<file path="src/rtl/game_flow_ctrl.sv">
// Round sequencer for the bubble-shooter: IDLE/INIT/PLAY/DONE FSM, BCD round timer,
// BCD score accumulator and Row1 display rendering. Define SCORE_BLANK_EN to blank leading score zeros.
module game_flow_ctrl #(
    parameter int TICK_DIV     = 100_000_000,
    parameter int GAME_SECONDS = 60
) (
    input  logic        clk,
    input  logic        rst,
    input  logic        start,
    input  logic        hit,
    input  logic        board_clear,
    output logic        game_en,
    output logic        init_pulse,
    output logic        finished,
    output logic [1:0]  state,
    output logic [7:0]  time_left,
    output logic [39:0] score_row
);
    localparam int PW = (TICK_DIV > 2) ? $clog2(TICK_DIV) : 1;
    localparam logic [7:0] GS_BCD = 8'(((GAME_SECONDS / 10) * 16) + (GAME_SECONDS % 10));
    localparam logic [4:0] DARK = 5'd31;

    typedef enum logic [1:0] {IDLE = 2'd0, INIT = 2'd1, PLAY = 2'd2, DONE = 2'd3} state_t;

    state_t          cur, nxt;
    logic            start_q, armed, start_rise, tick;
    logic [3:0][3:0] score, score_n;
    logic [7:0]      time_n;
    logic [PW-1:0]   presc, presc_n;

    function automatic logic [3:0][3:0] bcd_inc(input logic [3:0][3:0] s);
        logic [3:0][3:0] r;
        logic            c;
        r = s;
        c = 1'b1;
        if (s == 16'h9999) return s;
        for (int i = 0; i < 4; i++) begin
            if (c) begin
                if (r[i] == 4'd9) r[i] = 4'd0;
                else begin
                    r[i] = r[i] + 4'd1;
                    c    = 1'b0;
                end
            end
        end
        return r;
    endfunction

    function automatic logic [7:0] bcd_dec(input logic [7:0] t);
        if (t[3:0] == 4'd0) return {t[7:4] - 4'd1, 4'd9};
        return {t[7:4], t[3:0] - 4'd1};
    endfunction

    function automatic logic [39:0] render(input logic [3:0][3:0] s, input logic [7:0] t);
        logic [4:0] d3, d2, d1;
        d3 = {1'b0, s[3]};
        d2 = {1'b0, s[2]};
        d1 = {1'b0, s[1]};
`ifdef SCORE_BLANK_EN
        if (s[3] == 4'd0) d3 = DARK;
        if (s[3] == 4'd0 && s[2] == 4'd0) d2 = DARK;
        if (s[3] == 4'd0 && s[2] == 4'd0 && s[1] == 4'd0) d1 = DARK;
`endif
        return {d3, d2, d1, {1'b0, s[0]}, DARK, DARK, {1'b0, t[7:4]}, {1'b0, t[3:0]}};
    endfunction

    // armed blocks a start held high across reset release until it has been seen low
    assign start_rise = start & ~start_q & armed;
    assign tick       = (presc == PW'(TICK_DIV - 1));

    always_comb begin
        nxt     = cur;
        score_n = score;
        time_n  = time_left;
        presc_n = presc;
        case (cur)
            IDLE: if (start_rise) nxt = INIT;
            INIT: nxt = PLAY;
            PLAY: begin
                if (start_rise) nxt = INIT;
                else begin
                    if (tick) begin
                        presc_n = '0;
                        time_n  = bcd_dec(time_left);
                    end else begin
                        presc_n = presc + PW'(1);
                    end
                    if (hit) score_n = bcd_inc(score);
                    if (board_clear || time_n == 8'h00) nxt = DONE;
                end
            end
            DONE: if (start_rise) nxt = INIT;
            default: nxt = IDLE;
        endcase
        // Clearing on entry into INIT also drops a hit that coincides with a restart
        if (nxt == INIT) begin
            score_n = '0;
            time_n  = GS_BCD;
            presc_n = '0;
        end
    end

    always_ff @(posedge clk or posedge rst) begin
        if (rst) begin
            cur       <= IDLE;
            start_q   <= 1'b0;
            armed     <= 1'b0;
            score     <= '0;
            time_left <= GS_BCD;
            presc     <= '0;
            score_row <= render('0, GS_BCD);
        end else begin
            cur       <= nxt;
            start_q   <= start;
            armed     <= armed | ~start;
            score     <= score_n;
            time_left <= time_n;
            presc     <= presc_n;
            score_row <= render(score_n, time_n);
        end
    end

    assign state      = cur;
    assign game_en    = (cur == PLAY);
    assign init_pulse = (cur == INIT);
    assign finished   = (cur == DONE);
endmodule

</file>
<file path="config.mk">
export PLATFORM = sky130hd
export DESIGN_NAME = game_flow_ctrl
export DESIGN_NICKNAME = d
export VERILOG_FILES = /design/src/rtl/game_flow_ctrl.sv
export SDC_FILE = /design/constraint.sdc
export NUM_CORES = 1
export LEC_CHECK = 0
export BUFFER_PORTS_ARGS = -buffer_cell sky130_fd_sc_hd__buf_2
export CAP_MARGIN = 20
export CORE_ASPECT_RATIO = 1.75
export CORE_MARGIN = 2
export CORE_UTILIZATION = 55
export CTS_BUF_LIST = sky130_fd_sc_hd__clkbuf_2
export DETAILED_ROUTE_END_ITERATION = 10
export PLACE_DENSITY = 0.79
export SYNTH_ARGS = -nofsm -noshare
export SYNTH_HDL_FRONTEND = slang
export SYNTH_SLANG_ARGS = --single-unit
</file>
<file path="constraint.sdc">
create_clock -name clk -period 3 [get_ports clk]
set_clock_uncertainty 0.2 [all_clocks]
set_input_delay 0.45 -clock clk [delete_from_list [all_inputs] [get_ports clk]]
set_output_delay 0.45 -clock clk [all_outputs]
set_load 0.01 [all_outputs]
</file>
# Word level (Yosys, flattened, before mapping)
# Index checks and enable logic that the tools add are counted.
# word_totals
out_inout_bits	53
regBits	79
word_cells	94
# op_classes
muxes	54
bitwise_logic	5
eq_ne	11
addsub	7
reduce_logical	7
# op_table
operator	n
2-to-1 mux 27 bit	4
2-to-1 mux 16 bit	6
2-to-1 mux 8 bit	8
2-to-1 mux 4 bit	7
adder 27 x 1 -> 27 bit (second input constant)	1
== test 27 bit (second input constant)	1
2-to-1 mux 1 bit	25
adder 4 x 1 -> 4 bit (second input constant)	4
== test 16 bit (second input constant)	1
== test 4 bit (second input constant)	4
logical NOT 8 bit	1
subtractor 4 x 1 -> 4 bit (second input constant)	2
2-to-1 mux 2 bit	3
one-hot mux 2 bit (3 select lines)	1
== test 2 x 1 -> 1 bit (second input constant)	2
== test 2 bit (second input constant)	2
logical NOT 4 bit	1
AND 1 bit	2
logical NOT 2 bit	1
!= test 2 x 1 -> 1 bit (second input constant)	1
NOT 1 bit	2
AND reduction 2 bit	1
nonzero test 2 bit	1
OR reduction 2 bit	1
other kinds (2)	2

# Longest topological paths before layout
# Gate-level depths: netlist (run 1).
# logic_depth
ltp_word	25
ltp_mapped	9
depth_no_buf	8

# Worst setup path before layout (run 1)
# No wires, ideal clock.
# synth_path
path_type	register to register
startpoint	register cur[0] (netlist: state[0])
endpoint	register score_row[33]
stages_incl_launch_ff	8
path_buffers	1
slack_ns	0.492
required_time_ns	2.723
synth_period_minus_slack_ns	2.508
arrival_time_ns	2.230
setup_ns	0.077
path_cell_list	dfrtp_1 > inv_1 > ha_1 > clkbuf_1 > nand3_1 > or3_1 > or4_1 > a21oi_1
# synth_between
word_cells_on_any_way	12
cone_classes	4 x eq/ne; 6 x mux; 2 x reduce/logical
# synth_lines
item	line	text
from (decl)	25	state_t cur, nxt;
from (signal assigned)	113	cur <= nxt;
== test 2 bit (*)	--	
net game_en	12	output logic game_en,
one-hot mux 2 bit (3 select lines)	76	case (cur)
== test 2 x 1 -> 1 bit	96	if (nxt == INIT) begin
2-to-1 mux 16 bit (*)	96	
to (signal assigned)	111	score_row <= render('0, GS_BCD);
to (signal assigned)	119	score_row <= render(score_n, time_n);
to (decl)	17	output logic [39:0] score_row
# Mark *: on every way through the listed nets, which the timed path passes. The rest lies on a longest branch.
# A chain may end at the register's enable or synchronous reset.

# Worst setup path after layout (run 1)
# layout_path
startpoint	register presc[9]
endpoint	register presc[25]
# layout_between
elab_chain_cells	12
word_cells_on_any_way	18
cone_classes	1 x add/sub; 3 x eq/ne; 10 x mux; 4 x reduce/logical
# layout_lines
item	line	text
from (decl)	29	logic [PW-1:0] presc, presc_n;
from (signal assigned)	118	presc <= presc_n;
== test 27 bit	69	assign tick = (presc == PW'(TICK_DIV - 1));
2-to-1 mux 8 bit	82	if (tick) begin
2-to-1 mux 8 bit	80	if (start_rise) nxt = INIT;
2-to-1 mux 8 bit	76	
logical NOT 8 bit	89	if (board_clear || time_n == 8'h00) nxt = DONE;
logical OR 1 bit	89	
2-to-1 mux 2 bit	89	
2-to-1 mux 2 bit	80	
one-hot mux 2 bit (3 select lines)	76	
== test 2 x 1 -> 1 bit	96	
!= test 2 x 1 -> 1 bit (no line) / nonzero test 2 bit (equally long branches)	--	
AND reduction 2 bit (no line)	--	
# Several ways; a longest one is shown, not always the timed one. The select of a mux whose other input is x is not followed.

==> impl_summary.md, run 1 <==
Critical path
The length in cells of the worst reg-to-reg path is 7. The kind of capture point of the worst setup path is a flip-flop. The master of the slowest instance on the critical path is sky130_fd_sc_hd__dfrtp_1. The source of the worst register-to-register timing path is presc[9]. The reg-to-reg endpoint is presc[25]. The data arrival time at the worst-slack endpoint is about 2.8 ns. The required time of the critical path is 3.16 ns. The worst register-to-register path has a setup slack of ~0.38 ns. Of all nets on the critical path, the largest fanout is 32.

The type of the setup path with the least slack is reg2reg. The worst stage delay on the critical path is between 0.5 and 0.6 ns. Traced cell by cell, the critical path runs through nor4_4 > nand4_2 > o31ai_1 > nand4bb_1 > a211oi_4 > buf_4 > nor2_1.

The type of origin of the critical path is a flip-flop.

Power
For this design the static power due to leakage is around 1.7 nW. The worst voltage drop across the vdd grid is 0.308 mV. Of the total power, the share spent switching nets is 0.394.

The share of total power dissipated in sequential elements is 0.506. The share of total power dissipated in the clock network is 0.177. The cell-internal power is 1.01 mW. The switching power summed over all nets is roughly 0.66 mW.

The combinational share of power is 0.317. The ratio of total power to cell area is 468 mW/mm2.

Placed design
The count of buffers added on input and output ports is a little over 40. The routability-driven placement congestion ratio is 0.835. The HPWL after detailed placement is around 5000 um. The placed cell area is between 0.003 and 0.004 mm2.

Finish
The library cells used most frequently in the layout, excluding fill and tap cells, are sky130_fd_sc_hd__dfrtp_1 (53), sky130_fd_sc_hd__nor2_1 (44), sky130_fd_sc_hd__buf_2 (41), sky130_fd_sc_hd__a21oi_1 (29), sky130_fd_sc_hd__nand2_1 (28). Across the whole layout, storage elements account for around 0.0014 mm2. The most frequent standard cell in the layout excluding fill and tap cells is sky130_fd_sc_hd__dfrtp_1.

The area growth from synthesis to layout is 8.50%. The multi-input combinational cells in the finished layout cover a total of about 0.0017 mm2. Once layout is done, the placed cells without fillers occupy roughly 0.0036 mm2.

The number of inserted diodes is 0. The layout net count is roughly 430. Of the cells placed in the final design, the portion with a size suffix greater than 1 is 0.183. The number of fillers in the final layout is about 530.

GRT
Across every metal layer, demand over resource in global routing totals 0.214. The initial antenna violation count is 0. The first global-routing pass estimated around 11000 um of wire.

The via count of the first global-routing pass came to between 2000 and 2500. The overall overflow remaining after global route is 0. The pin count of the biggest net entering global routing is 33.

Routing
The mean routed wirelength per cell is roughly 14 um. The first routing iteration left 140 violations. The detailed-route via count is ~2800. In this run the remaining antenna-violating nets after routing total 0. The number of iterations in the first detailed-routing pass is 4. The detail-routed via count per cell is roughly 5.7. The total wire length is just under 7000 um. The residual DRC count is 0.

Synth
The Yosys step of the flow raised 0 warnings. The mean post-synth cell area is 8.96 um2. After synthesis, the cell types taking the most area are sky130_fd_sc_hd__dfrtp_1 (40%), sky130_fd_sc_hd__buf_4 (5.5%), sky130_fd_sc_hd__nor2_1 (5.0%). The cell area that synthesis handed to floorplanning was roughly 0.0033 mm2. The sequential cell area fraction in the yosys report is 0.418. Counting flops and latches in the post-synthesis netlist gives 55. The largest total area in the synthesized netlist belongs to sky130_fd_sc_hd__dfrtp_1. The number of enable flip-flop cells after synthesis is 0. The dominant register cell in the synthesized netlist is sky130_fd_sc_hd__dfrtp_1. The fraction of synthesized cell area taken by the top area cell type is 0.402. The number of distinct library cell variants in the gate-level netlist after synthesis is 45. The share of synthesized registers carrying an async set or reset is 1.00. The post-synthesis instance total is 368.

Floorplan
The area inside the core boundary is slightly below 0.006 mm2. The overall die height is between 100 and 150 um. In this run the count of I/O pins placed on the die edge is 58. The die is between 60 and 70 um wide.

The number of placement rows is 37. For this configuration, the core starts out at a cell density of 0.565. The die footprint is about 0.0067 mm2.

Clocking
Clock-pin slew was measured on the worst setup and hold paths at around 0.26 ns. The post-CTS setup repair buffer count is 0. TritonCTS built the clock tree. The tree is rooted in a sky130_fd_sc_hd__clkbuf_2. CTS saw 55 sinks. The clock buffer count from CTS is 5. The clock latency of the later-clocked register in the worst-skew pair is between 0.4 and 0.5 ns.

The clock tree synthesis step divided the H-tree into 2 levels. The longest clock path from root to sink contains 2 buffers.

Timing
Setup repair after global routing left no endpoint under its margin. The max-slew violation count is 0. The final setup violation count is 0.

The part of the cycle the worst path needs is 0.873. The aggregate negative setup slack is 0 ns. The worst path needs roughly 2.6 ns of the cycle, external delays included. The number of hold-slack violations in the final timing report was 0. For this run, the top clock speed supported by timing is between 300 and 400 MHz. Headroom to the max-slew limit came out at 0.566.

The transition at the pin with the smallest max-transition slack is around 0.65 ns.

Run status
The flow ran to the end, and the final reports show no timing, DRC or antenna violations.

Hold path
The worst hold path terminates at score[2]. The min-delay analysis places its worst path in the category in2reg. The worst hold path startpoint is hit.

Along the worst hold path, the cell count comes to 5.

Run
Max-cap violations in this run came to 0.
## state kept, by name (all words and copies together) (netlist names)
signal and cells:
time_left 7, score 13, state 2, score_row 4, start_q 1, presc 27
armed 1
## worst max-delay path, delay by kind of cell, from the launching register on
| family | cells | cell delay, ns |
|---|---|---|
| compound gates | 2 | 0.59 |
| flops | 1 | 0.51 |
| simple gates | 4 | 0.86 |
| buf+inv | 1 | 0.36 |
## power by group through the flow
stage / clock [mW] / sequential, mW / combinational, mW
floorplan: 0 / 0.860 / 0.360
global placement: 0 / 0.855 / 0.520
detailed placement: 0 / 0.858 / 0.530
CTS: 0.308 / 0.846 / 0.534
global route: 0.335 / 0.857 / 0.590
finish: 0.297 / 0.846 / 0.531
## synthesized netlist by cell type, drive strengths merged (5+ instances only)
cell and instances:
nor4 5, and3 8, nor2 44, nand4 15
xor2 12, o21ai 19, nor3 15, buf 29
nand3b 5, xnor2 7, nand2 28, clkbuf 6
a21oi 29, nand3 12, ha 13, inv 12
dfrtp 53, or3 6
## worst max path at each step
| stage | to | cells after the start | from |
|---|---|---|---|
| floorplan | score_row[33] | 7 | state[0] |
| global placement | presc[24] | 7 | presc[9] |
| finish | presc[25] | 7 | presc[9] |
| CTS | presc[25] | 7 | presc[9] |
| global route | presc[16] | 7 | presc[9] |
| detailed placement | presc[22] | 7 | presc[9] |
## cell type report
class	instances	share of cell area
multi-input cells	280	0.477
flip-flops and latches	55	0.385
repair buffers	54	0.0860
well taps	78	0.0273
inverters	12	0.0126
clock buffers	7	0.00979
clock inverters	1	0.00210
## logic make-up (layout without fill, tap and decap cells)
group                      count (synthesis)  in the layout  synth area share
and+or+nand+nor                          168            168             0.282
DFF                                       55             55             0.418
muxes                                      5              5            0.0156
other                                      2             16           0.00228
AOI/OAI and AO/OA                         59             59            0.0994
xor gates and xnor gates                  19             19            0.0505
buffers and inverters                     47             74            0.0827
adders and majority gates                 13             13            0.0493
## repair_timing
| item | in CTS | in global routing |
|---|---|---|
| gates resized for setup | 0 | 0 |
| endpoints found under the hold margin | 29 | 0 |
| hold buffers | 2 | 0 |
## metal layers
layer | global-route usage | routed length (um) | vias to the layer above
li1 | - | - | 1331
met1 | 0.247 | 2770 | 1348
met2 | 0.381 | 3570 | 77
met3 | 0.0392 | 295 | 10
met4 | 0.0968 | 149 | 0
met5 | 0 | 0 | -
## stage by stage
step	power (mW)	utilization	hold slack (ns)	instances	worst slack, ns
floorplan	1.22	-	0.235	382	0.492
global placement	1.38	0.603	0.250	477	0.456
detailed placement	1.39	0.603	0.258	477	0.398
CTS	1.69	0.613	0.259	487	0.376
global route	1.78	0.613	0.262	487	0.176
finish	1.67	0.613	0.277	487	0.380
No activity file was read; power rests on OpenSTA's default activity.
==> run 2, diff against run 1 <==
==> constraint.sdc (replaced) <==
create_clock -name clk -period 3.4 [get_ports clk]
set_clock_uncertainty 0.2 [all_clocks]
set_input_delay 0.51 -clock clk [delete_from_list [all_inputs] [get_ports clk]]
set_output_delay 0.51 -clock clk [all_outputs]
set_load 0.01 [all_outputs]
==> run 2 against run 1 <==
  * Fmax shrank 4.3%
  * Sequential cell count is the same
  * Clock power shrank 11%
  * Critical path depth is the same
  * Die area is the same
  * Sequential power shrank 12%
  * Utilization shrank 0.51 points
  * Final cell count shrank 0.82%
  * Count of clock-buffer cells in the layout shrank 1
==> impl_summary.md, run 2 (synthesis gave the netlist of run 1 again) <==
Run status
The run finished with clean final reports.

Finish
The number of flip-flops in the largest register is 27 (unchanged). The most frequent standard cell in the layout excluding fill and tap cells is sky130_fd_sc_hd__dfrtp_1. The number of inserted diodes is 0 (unchanged). The area growth from synthesis to layout is 7.59%. The register containing the most flip-flops in the final layout is presc. The library cells used most frequently in the layout, excluding fill and tap cells, are sky130_fd_sc_hd__dfrtp_1 (53), sky130_fd_sc_hd__nor2_1 (44), sky130_fd_sc_hd__buf_2 (41), sky130_fd_sc_hd__a21oi_1 (29), sky130_fd_sc_hd__nand2_1 (28). The layout net count is 422 (-0.94%). The final standard cell count with taps included and fillers excluded came to 483 (-0.82%). The ratio of cells with drive above 1 in the final layout is 0.175 (-0.00807). The largest registers in the layout are presc: 27 flops, score: 13 flops, time_left: 7 flops.

Critical path
The startpoint identified for the worst register-to-register timing path is presc[9]. The reg2reg setup slack was 0.66 ns (+0.28 ns). The length in cells of the worst reg-to-reg path is 7 (unchanged).

The type of origin of the critical path is a flip-flop. By startpoint and endpoint, the worst setup path is classified as reg2reg. The kind of capture point of the worst setup path is a flip-flop. The reg-to-reg endpoint is presc[24].

The data arrival time at the worst-slack endpoint is 2.90 ns (+0.12 ns). The highest net fanout along the worst path was 35 (+9.4%). The required time of the critical path is 3.56 ns (+0.40 ns).

Clocking
The clock latency of the later-clocked register in the worst-skew pair is 0.47 ns (about the same). The post-CTS setup repair buffer count is 0 (unchanged). TritonCTS built the clock tree.

The tree is rooted in a sky130_fd_sc_hd__clkbuf_2. The clock buffer count from CTS is 5 (unchanged). The post-cts sizing count came to 0 (unchanged). The clock edge transition at the registers on the reported setup and hold paths is 0.26 ns (about the same).

The number of H-tree branching levels came to 2 (unchanged). The clock net sink count is 55 (unchanged). The largest buffer count on any clock path came to 2 (unchanged). The number of buffers added to fix hold violations after cts is 2 (unchanged).

Timing
The aggregate negative setup slack is 0 ns (unchanged). The final setup violation count is 0 (unchanged). The number of hold-slack violations in the final timing report came to 0 (unchanged). The worst-case headroom to the max-slew limit is 0.495 (-0.0714). The max-slew violation count is 0 (unchanged).

The transition at the pin with the smallest max-transition slack is 0.752 ns (+0.102 ns). The clock period minus final worst setup slack is 2.74 ns (+0.119 ns). The fmax was 365 MHz (-4.3%). Setup repair after global routing left no endpoint under its margin. The part of the cycle the worst path needs is 0.806 (-0.0678).

Floorplan
The number of top-level pins came to 58 (unchanged). The number of placement rows is 37 (unchanged). The area inside the core boundary came to 0.00583 mm2 (unchanged).

The overall die height is 106 um (unchanged). The initial cell density of the core is 0.565 (unchanged). The die extent in x is 62.5 um (unchanged). The die footprint was 0.00665 mm2 (unchanged).

Hold path
The path with the worst hold slack has its endpoint at armed. The cell count of the worst hold path came to 1 (-4). In this run the worst hold path is classified as reg2reg. The worst hold path begins at armed.

Run
The count of max-cap constraint violations is 0 (unchanged).

Routing
The detailed-route via count came to 2752 (-0.51%). The detail-routed via count per cell is 5.70 (+0.32%). The residual DRC count was 0 (unchanged). The total wire length is 7040 um (+3.7%). The mean routed wirelength per cell is 14.6 um (+4.6%). The number of iterations in the first detailed-routing pass is 4 (unchanged).

The count of nets left with antenna violations after detail routing was 0 (unchanged). The first-iteration detailed-routing DRC count is 182 (+30%).

GRT
The global-route usage over all layers is 0.220 (+0.00556). The initial antenna violation count is 0 (unchanged). The overall overflow remaining after global route is 0 (unchanged). The via count of the first global-routing pass is 2530 (+2.0%). The global-route wire length before repair is 11700 um (+3.0%). The pin count of the biggest net entering global routing was 36 (+9.1%).

Power
The ratio of total power to cell area is 417 mW/mm2 (-11%). The worst voltage drop across the vdd grid came to 0.246 mV (-20%). The reported leakage power is 1.64 nW (-1.2%).

Placed design
The routability-driven placement congestion ratio is 0.823 (-1.5%). The sum of net half-perimeters after detailed placement is 5130 um (+3.5%). The cell total after placement is 473 (-0.84%). The count of input and output buffers is 41 (unchanged).
-- run 2: report_power, final --
group | internal (mW) | total (mW) | switching (mW)
Clock | 0.0522 | 0.264 | 0.212
Sequential | 0.696 | 0.746 | 0.0501
Combinational | 0.140 | 0.470 | 0.331
Total | 0.888 | 1.48 | 0.592
-- run 2: per-stage QoR --
step | setup WS, ns | power, mW | instance area [um2] | hold slack (ns) | utilization
2_1_floorplan | 0.892 | 1.08 | 3350 | 0.235 | -
3_3_place_gp | 0.764 | 1.21 | 3480 | 0.252 | 0.597
3_5_place_dp | 0.715 | 1.22 | 3480 | 0.256 | 0.597
4_1_cts | 0.688 | 1.48 | 3550 | 0.308 | 0.608
5_1_grt | 0.462 | 1.57 | 3550 | 0.321 | 0.608
6_report | 0.661 | 1.48 | 3550 | 0.304 | 0.608
-- run 2: routing by layer --
metal | share of wire | global-route usage
met5 | 0 | 0
met4 | 0.022 | 0.0968
met3 | 0.039 | 0.0370
met2 | 0.54 | 0.390
met1 | 0.40 | 0.257
-- run 2: cell type report --
class | count | area, um2
repair buffers | 50 | 278
multi-input cells | 280 | 1710
well taps | 78 | 97.6
clock inverters | 2 | 12.5
flip-flops and latches | 55 | 1380
inverters | 12 | 45.0
fillers | 541 | 2290
clock buffers | 6 | 30.0
-- run 2: worst max-delay path by stage --
| stage | start | endpoint | cells after the start |
|---|---|---|---|
| floorplan | state[0] | score_row[33] | 7 |
| global placement | presc[9] | presc[20] | 7 |
| detailed placement | presc[9] | presc[18] | 7 |
| CTS | presc[9] | presc[24] | 7 |
| global route | time_left[2] | presc[24] | 6 |
| finish | presc[9] | presc[24] | 7 |
-- run 2: worst max-delay path, cell delays in order, from the launching register on --
cell and delay [ns]:
sky130_fd_sc_hd__dfrtp_1 0.53, sky130_fd_sc_hd__nor4_4 0.33, sky130_fd_sc_hd__nand4_2 0.23, sky130_fd_sc_hd__o31ai_1 0.30, sky130_fd_sc_hd__nand4bb_1 0.21, sky130_fd_sc_hd__a211oi_4 0.31
sky130_fd_sc_hd__buf_4 0.39, sky130_fd_sc_hd__nor3_1 0.11
==> run 3, diff against run 2 <==
--- a/config.mk
+++ b/config.mk
@@ -5,6 +5,7 @@
 export SDC_FILE = /design/constraint.sdc
 export NUM_CORES = 1
 export LEC_CHECK = 0
+export ABC_AREA = 1
 export BUFFER_PORTS_ARGS = -buffer_cell sky130_fd_sc_hd__buf_2
 export CAP_MARGIN = 20
 export CORE_ASPECT_RATIO = 1.75
@@ -12,7 +13,7 @@
 export CORE_UTILIZATION = 55
 export CTS_BUF_LIST = sky130_fd_sc_hd__clkbuf_2
 export DETAILED_ROUTE_END_ITERATION = 10
-export PLACE_DENSITY = 0.79
+export PLACE_DENSITY = 0.77
 export SYNTH_ARGS = -nofsm -noshare
 export SYNTH_HDL_FRONTEND = slang
 export SYNTH_SLANG_ARGS = --single-unit
==> constraint.sdc (replaced) <==
create_clock -name clk -period 2.8 [get_ports clk]
set_clock_uncertainty 0.2 [all_clocks]
set_input_delay 0.42 -clock clk [delete_from_list [all_inputs] [get_ports clk]]
set_output_delay 0.42 -clock clk [all_outputs]
set_load 0.01 [all_outputs]
==> run 3 against run 2 <==
  * Sequential power rose by 50%
  * Largest power group is now combinational logic
  * Total power grew 100%
  * Utilization is 1.5 points higher
  * Critical path depth grew 10
  * Combinational power grew to 3.1 times the previous value
  * Register-to-register slack worse by 0.49 ns
==> impl_summary.md, run 3 <==
Run status
The flow ran to the end, and the final reports show no timing, DRC or antenna violations.

Timing
The max-slew violation count is 0 (unchanged). The part of the cycle the worst path needs is 0.939 (+0.133). The final setup violation count was 0 (unchanged). The number of hold-slack violations in the final timing report is 0 (unchanged). The clock period minus final worst setup slack is 2.63 ns (-0.110 ns).

The aggregate negative setup slack came to 0 ns (unchanged). The transition at the pin with the smallest max-transition slack is 0.716 ns (-0.0359 ns). The fmax is 380 MHz (+4.2%). The worst-case headroom to the max-slew limit was 0.522 (+0.0278).

Finish
The ratio of cells with drive above 1 in the final layout is 0.152 (-0.0234). The layout net count is 616 (+46%). The register containing the most flip-flops in the final layout is presc.

The number of flip-flops in the largest register came to 27 (unchanged). Compared with the post-synthesis result, the final layout area differs by 8.63%. The design area was 0.00430 mm2 (+21%).

The most frequent standard cell in the layout excluding fill and tap cells is sky130_fd_sc_hd__nand2_1. The number of inserted diodes was 0 (unchanged). The library cells used most frequently in the layout, excluding fill and tap cells, are sky130_fd_sc_hd__nand2_1 (125), sky130_fd_sc_hd__inv_1 (94), sky130_fd_sc_hd__dfrtp_1 (53), sky130_fd_sc_hd__nand3_1 (45), sky130_fd_sc_hd__nor2_1 (44). In the final layout, the registers with the most flip-flops are presc: 27 flops, score: 13 flops, time_left: 7 flops. The final standard cell count with taps included and fillers excluded was 683 (+41%).

Placed design
The cell total after placement is 670 (+42%). The routability-driven placement congestion ratio is 1.01 (+22%). The count of input and output buffers is 41 (unchanged). The placed cell area is 0.00415 mm2 (+19%). The sum of net half-perimeters after detailed placement is 7030 um (+37%).

Routing
The total wire length is 9470 um (+35%). The count of nets left with antenna violations after detail routing is 0 (unchanged). The first-iteration detailed-routing DRC count was 203 (+12%). The mean routed wirelength per cell was 13.9 um (-4.8%). The number of iterations in the first detailed-routing pass is 5 (+1). The detail-routed via count per cell is 5.41 (-5.0%).

The residual DRC count is 0 (unchanged). The detailed-route via count came to 3698 (+34%).

Synth
The sequential cell area fraction in the yosys report was 0.348 (-0.0699). The post-synthesis instance total was 558 (+52%). The cell area after synthesis is 0.00396 mm2 (+20%). sky130_fd_sc_hd__nand2_1 is the most common cell in the netlist. The fraction of synthesized cell area taken by the top area cell type is 0.335 (-0.0673). The basic-gate share of the synthesized area counting and, or, nand and nor cells is 0.311 (+0.0293). The largest family of logic cells by synthesized area is simple AND/OR/NAND/NOR gates.

The cell type with the highest aggregate area in the netlist is sky130_fd_sc_hd__dfrtp_1. The number of warnings reported in the yosys synthesis log came to 0 (unchanged). The mean post-synth cell area is 7.09 um2 (-21%). The proportion of synthesized area in mux cells was 0 (-0.0156). The share of synthesized registers carrying an async set or reset is 1.00 (unchanged). The xor and xnor fraction of the mapped netlist area was 0.0487 (-0.00180).

The number of enable flip-flop cells after synthesis is 0 (unchanged). The compound-cell area share of the yosys netlist is 0.0869 (-0.0125). The adder and majority cell fraction of the synthesized area is 0.0411 (-0.00825).

Ranked by instance count, the synthesized netlist is headed by sky130_fd_sc_hd__nand2_1 (125), sky130_fd_sc_hd__inv_1 (96), sky130_fd_sc_hd__dfrtp_1 (53). The synthesized flop and latch total is 55 (unchanged). Ranked by total cell area, the synthesized netlist is headed by sky130_fd_sc_hd__dfrtp_1 (34%), sky130_fd_sc_hd__nand2_1 (12%), sky130_fd_sc_hd__inv_1 (9.1%). The number of distinct library cell variants in the gate-level netlist after synthesis is 34 (-24%). Among all flip-flop cells after synthesis, the most frequent one is sky130_fd_sc_hd__dfrtp_1.

Critical path
The worst setup path is launched from a flip-flop. The highest net fanout along the worst path is 39 (+11%). The critical path in this run is classified as reg2reg. The required time of the critical path was 3.02 ns (-0.54 ns).

The data arrival time at the worst-slack endpoint was 2.85 ns (-0.05 ns). The kind of capture point of the worst setup path is a flip-flop. The length in cells of the worst reg-to-reg path is 17 (+10).

Floorplan
The die footprint is 0.00792 mm2 (+19%). The overall die height is 116 um (+9.2%). The initial cell density of the core was 0.573 (+0.00798). The die extent in x is 68.1 um (+9.0%). The area inside the core boundary is 0.00691 mm2 (+18%). The number of placement rows was 40 (+8.1%). The number of top-level pins came to 58 (unchanged).

Power
The reported leakage power is 2.36 nW (+44%). The ratio of total power to cell area is 696 mW/mm2 (+67%). The proportion of power drawn by flip-flops and latches is 0.375 (-0.129).

The proportion of power drawn by the clock network is 0.144 (-0.034). The combinational share of power is 0.481 (+0.163). The worst voltage drop across the vdd grid was 0.442 mV (+80%). The switching power summed over all nets is 1.38 mW (+130%). The cell-internal power came to 1.62 mW (+82%).

The switching power share of the total is 0.460 (+0.0596).

Clocking
The largest buffer count on any clock path is 2 (unchanged). The clock edge transition at the registers on the reported setup and hold paths was 0.31 ns (+0.05 ns). The clock latency of the later-clocked register in the worst-skew pair is 0.49 ns (+0.02 ns). The clock net sink count is 55 (unchanged). The clock buffer count from CTS is 5 (unchanged).

The number of H-tree branching levels came to 2 (unchanged). TritonCTS built the clock tree. The root cell of the clock tree is sky130_fd_sc_hd__clkbuf_2.

Hold path
The cell count of the worst hold path is 5 (+4). The min-delay analysis places its worst path in the category in2reg.

GRT
The pin count of the biggest net entering global routing is 56 (+56%). The global-route usage over all layers is 0.258 (+0.0388). The overall overflow remaining after global route is 0 (unchanged). The initial antenna violation count is 0 (unchanged). The global-route wire length before repair came to 15700 um (+34%).

The via count of the first global-routing pass is 3591 (+42%).

Run
The count of max-cap constraint violations is 0 (unchanged).
==> run 3: cells by family (layout without fill, tap and decap cells) <==
logic type | after synthesis | count (layout)
AOI/OAI and AO/OA | 55 | 55
xor gates and xnor gates | 22 | 22
adders and majority gates | 13 | 13
buffers and inverters | 138 | 165
DFF | 55 | 55
other | 2 | 16
and+or+nand+nor | 273 | 273
==> run 3: layout make-up <==
type / instances / area (um2)
Clock buffer: 5 / 25.0
Clock inverter: 3 / 47.5
Fill cell: 626 / 2610
Inverter: 100 / 375
Multi-Input combinational cell: 379 / 2020
Sequential cell: 55 / 1380
Tap cell: 84 / 105
Timing Repair Buffer: 57 / 347
==> run 3: per-stage QoR <==
| step | utilization | power [mW] | hold slack [ns] | worst slack, ns |
|---|---|---|---|---|
| after global placement | 0.601 | 2.50 | 0.238 | 0.224 |
| final | 0.623 | 2.99 | 0.173 | 0.171 |
| after CTS | 0.615 | 2.98 | 0.148 | 0.0934 |
| after global routing | 0.623 | 3.22 | 0.136 | -0.0143 |
| after detailed placement | 0.601 | 2.55 | 0.245 | 0.121 |
| after floorplan | - | 2.17 | 0.226 | 0.450 |
==> run 3: final timing paths <==
| path | from | endpoint | slack, ns |
|---|---|---|---|
| worst max-delay path | presc[0] | time_left[4] | 0.17 |
| worst min-delay path | board_clear | state[0] | 0.17 |
| worst max register to register | presc[0] | time_left[4] | 0.17 |
| worst min register to register | armed | armed | 0.29 |
| max in group asynchronous | rst | presc[5] | 1.49 |
| min in group asynchronous | rst | presc[2] | 0.43 |
==> run 3: worst max-delay path: stages, from the launching register on <==
cell                       delay [ns]
sky130_fd_sc_hd__dfrtp_1         0.44
sky130_fd_sc_hd__ha_2            0.20
sky130_fd_sc_hd__nand3_1         0.11
sky130_fd_sc_hd__inv_2           0.08
sky130_fd_sc_hd__nand2_2         0.11
sky130_fd_sc_hd__nor2_4          0.16
sky130_fd_sc_hd__nand2_4         0.09
sky130_fd_sc_hd__nand2_1         0.08
sky130_fd_sc_hd__nand2_1         0.07
sky130_fd_sc_hd__nor2_1          0.12
sky130_fd_sc_hd__nand3_1         0.14
sky130_fd_sc_hd__nand2_1         0.09
sky130_fd_sc_hd__nand2_1         0.07
sky130_fd_sc_hd__nand2_2         0.08
sky130_fd_sc_hd__nand3_4         0.08
sky130_fd_sc_hd__buf_12          0.19
sky130_fd_sc_hd__o211ai_1        0.16
sky130_fd_sc_hd__inv_1           0.07
==> run 3: power groups by stage <==
stage / registers, mW / clock network [mW] / logic, mW
global placement: 1.13 / 0 / 1.37
finish: 1.12 / 0.431 / 1.44
global route: 1.15 / 0.467 / 1.60
floorplan: 1.13 / 0 / 1.05
CTS: 1.12 / 0.443 / 1.42
detailed placement: 1.13 / 0 / 1.41
==> run 3: metal layers <==
| metal | global-route usage | vias to the layer above | routed length (um) |
|---|---|---|---|
| li1 | - | 1817 | - |
| met1 | 0.283 | 1749 | 3500 |
| met2 | 0.458 | 99 | 5200 |
| met4 | 0.148 | 0 | 407 |
| met3 | 0.0395 | 33 | 366 |
| met5 | 0 | - | 0 |
==> run 3: repair_timing <==
item                                    4_1_cts  5_1_grt
hold endpoints to repair                     55        0
setup buffers                                 0        3
endpoints found under the setup margin        0       41
resized for setup                             0       10
hold buffers                                  2        0
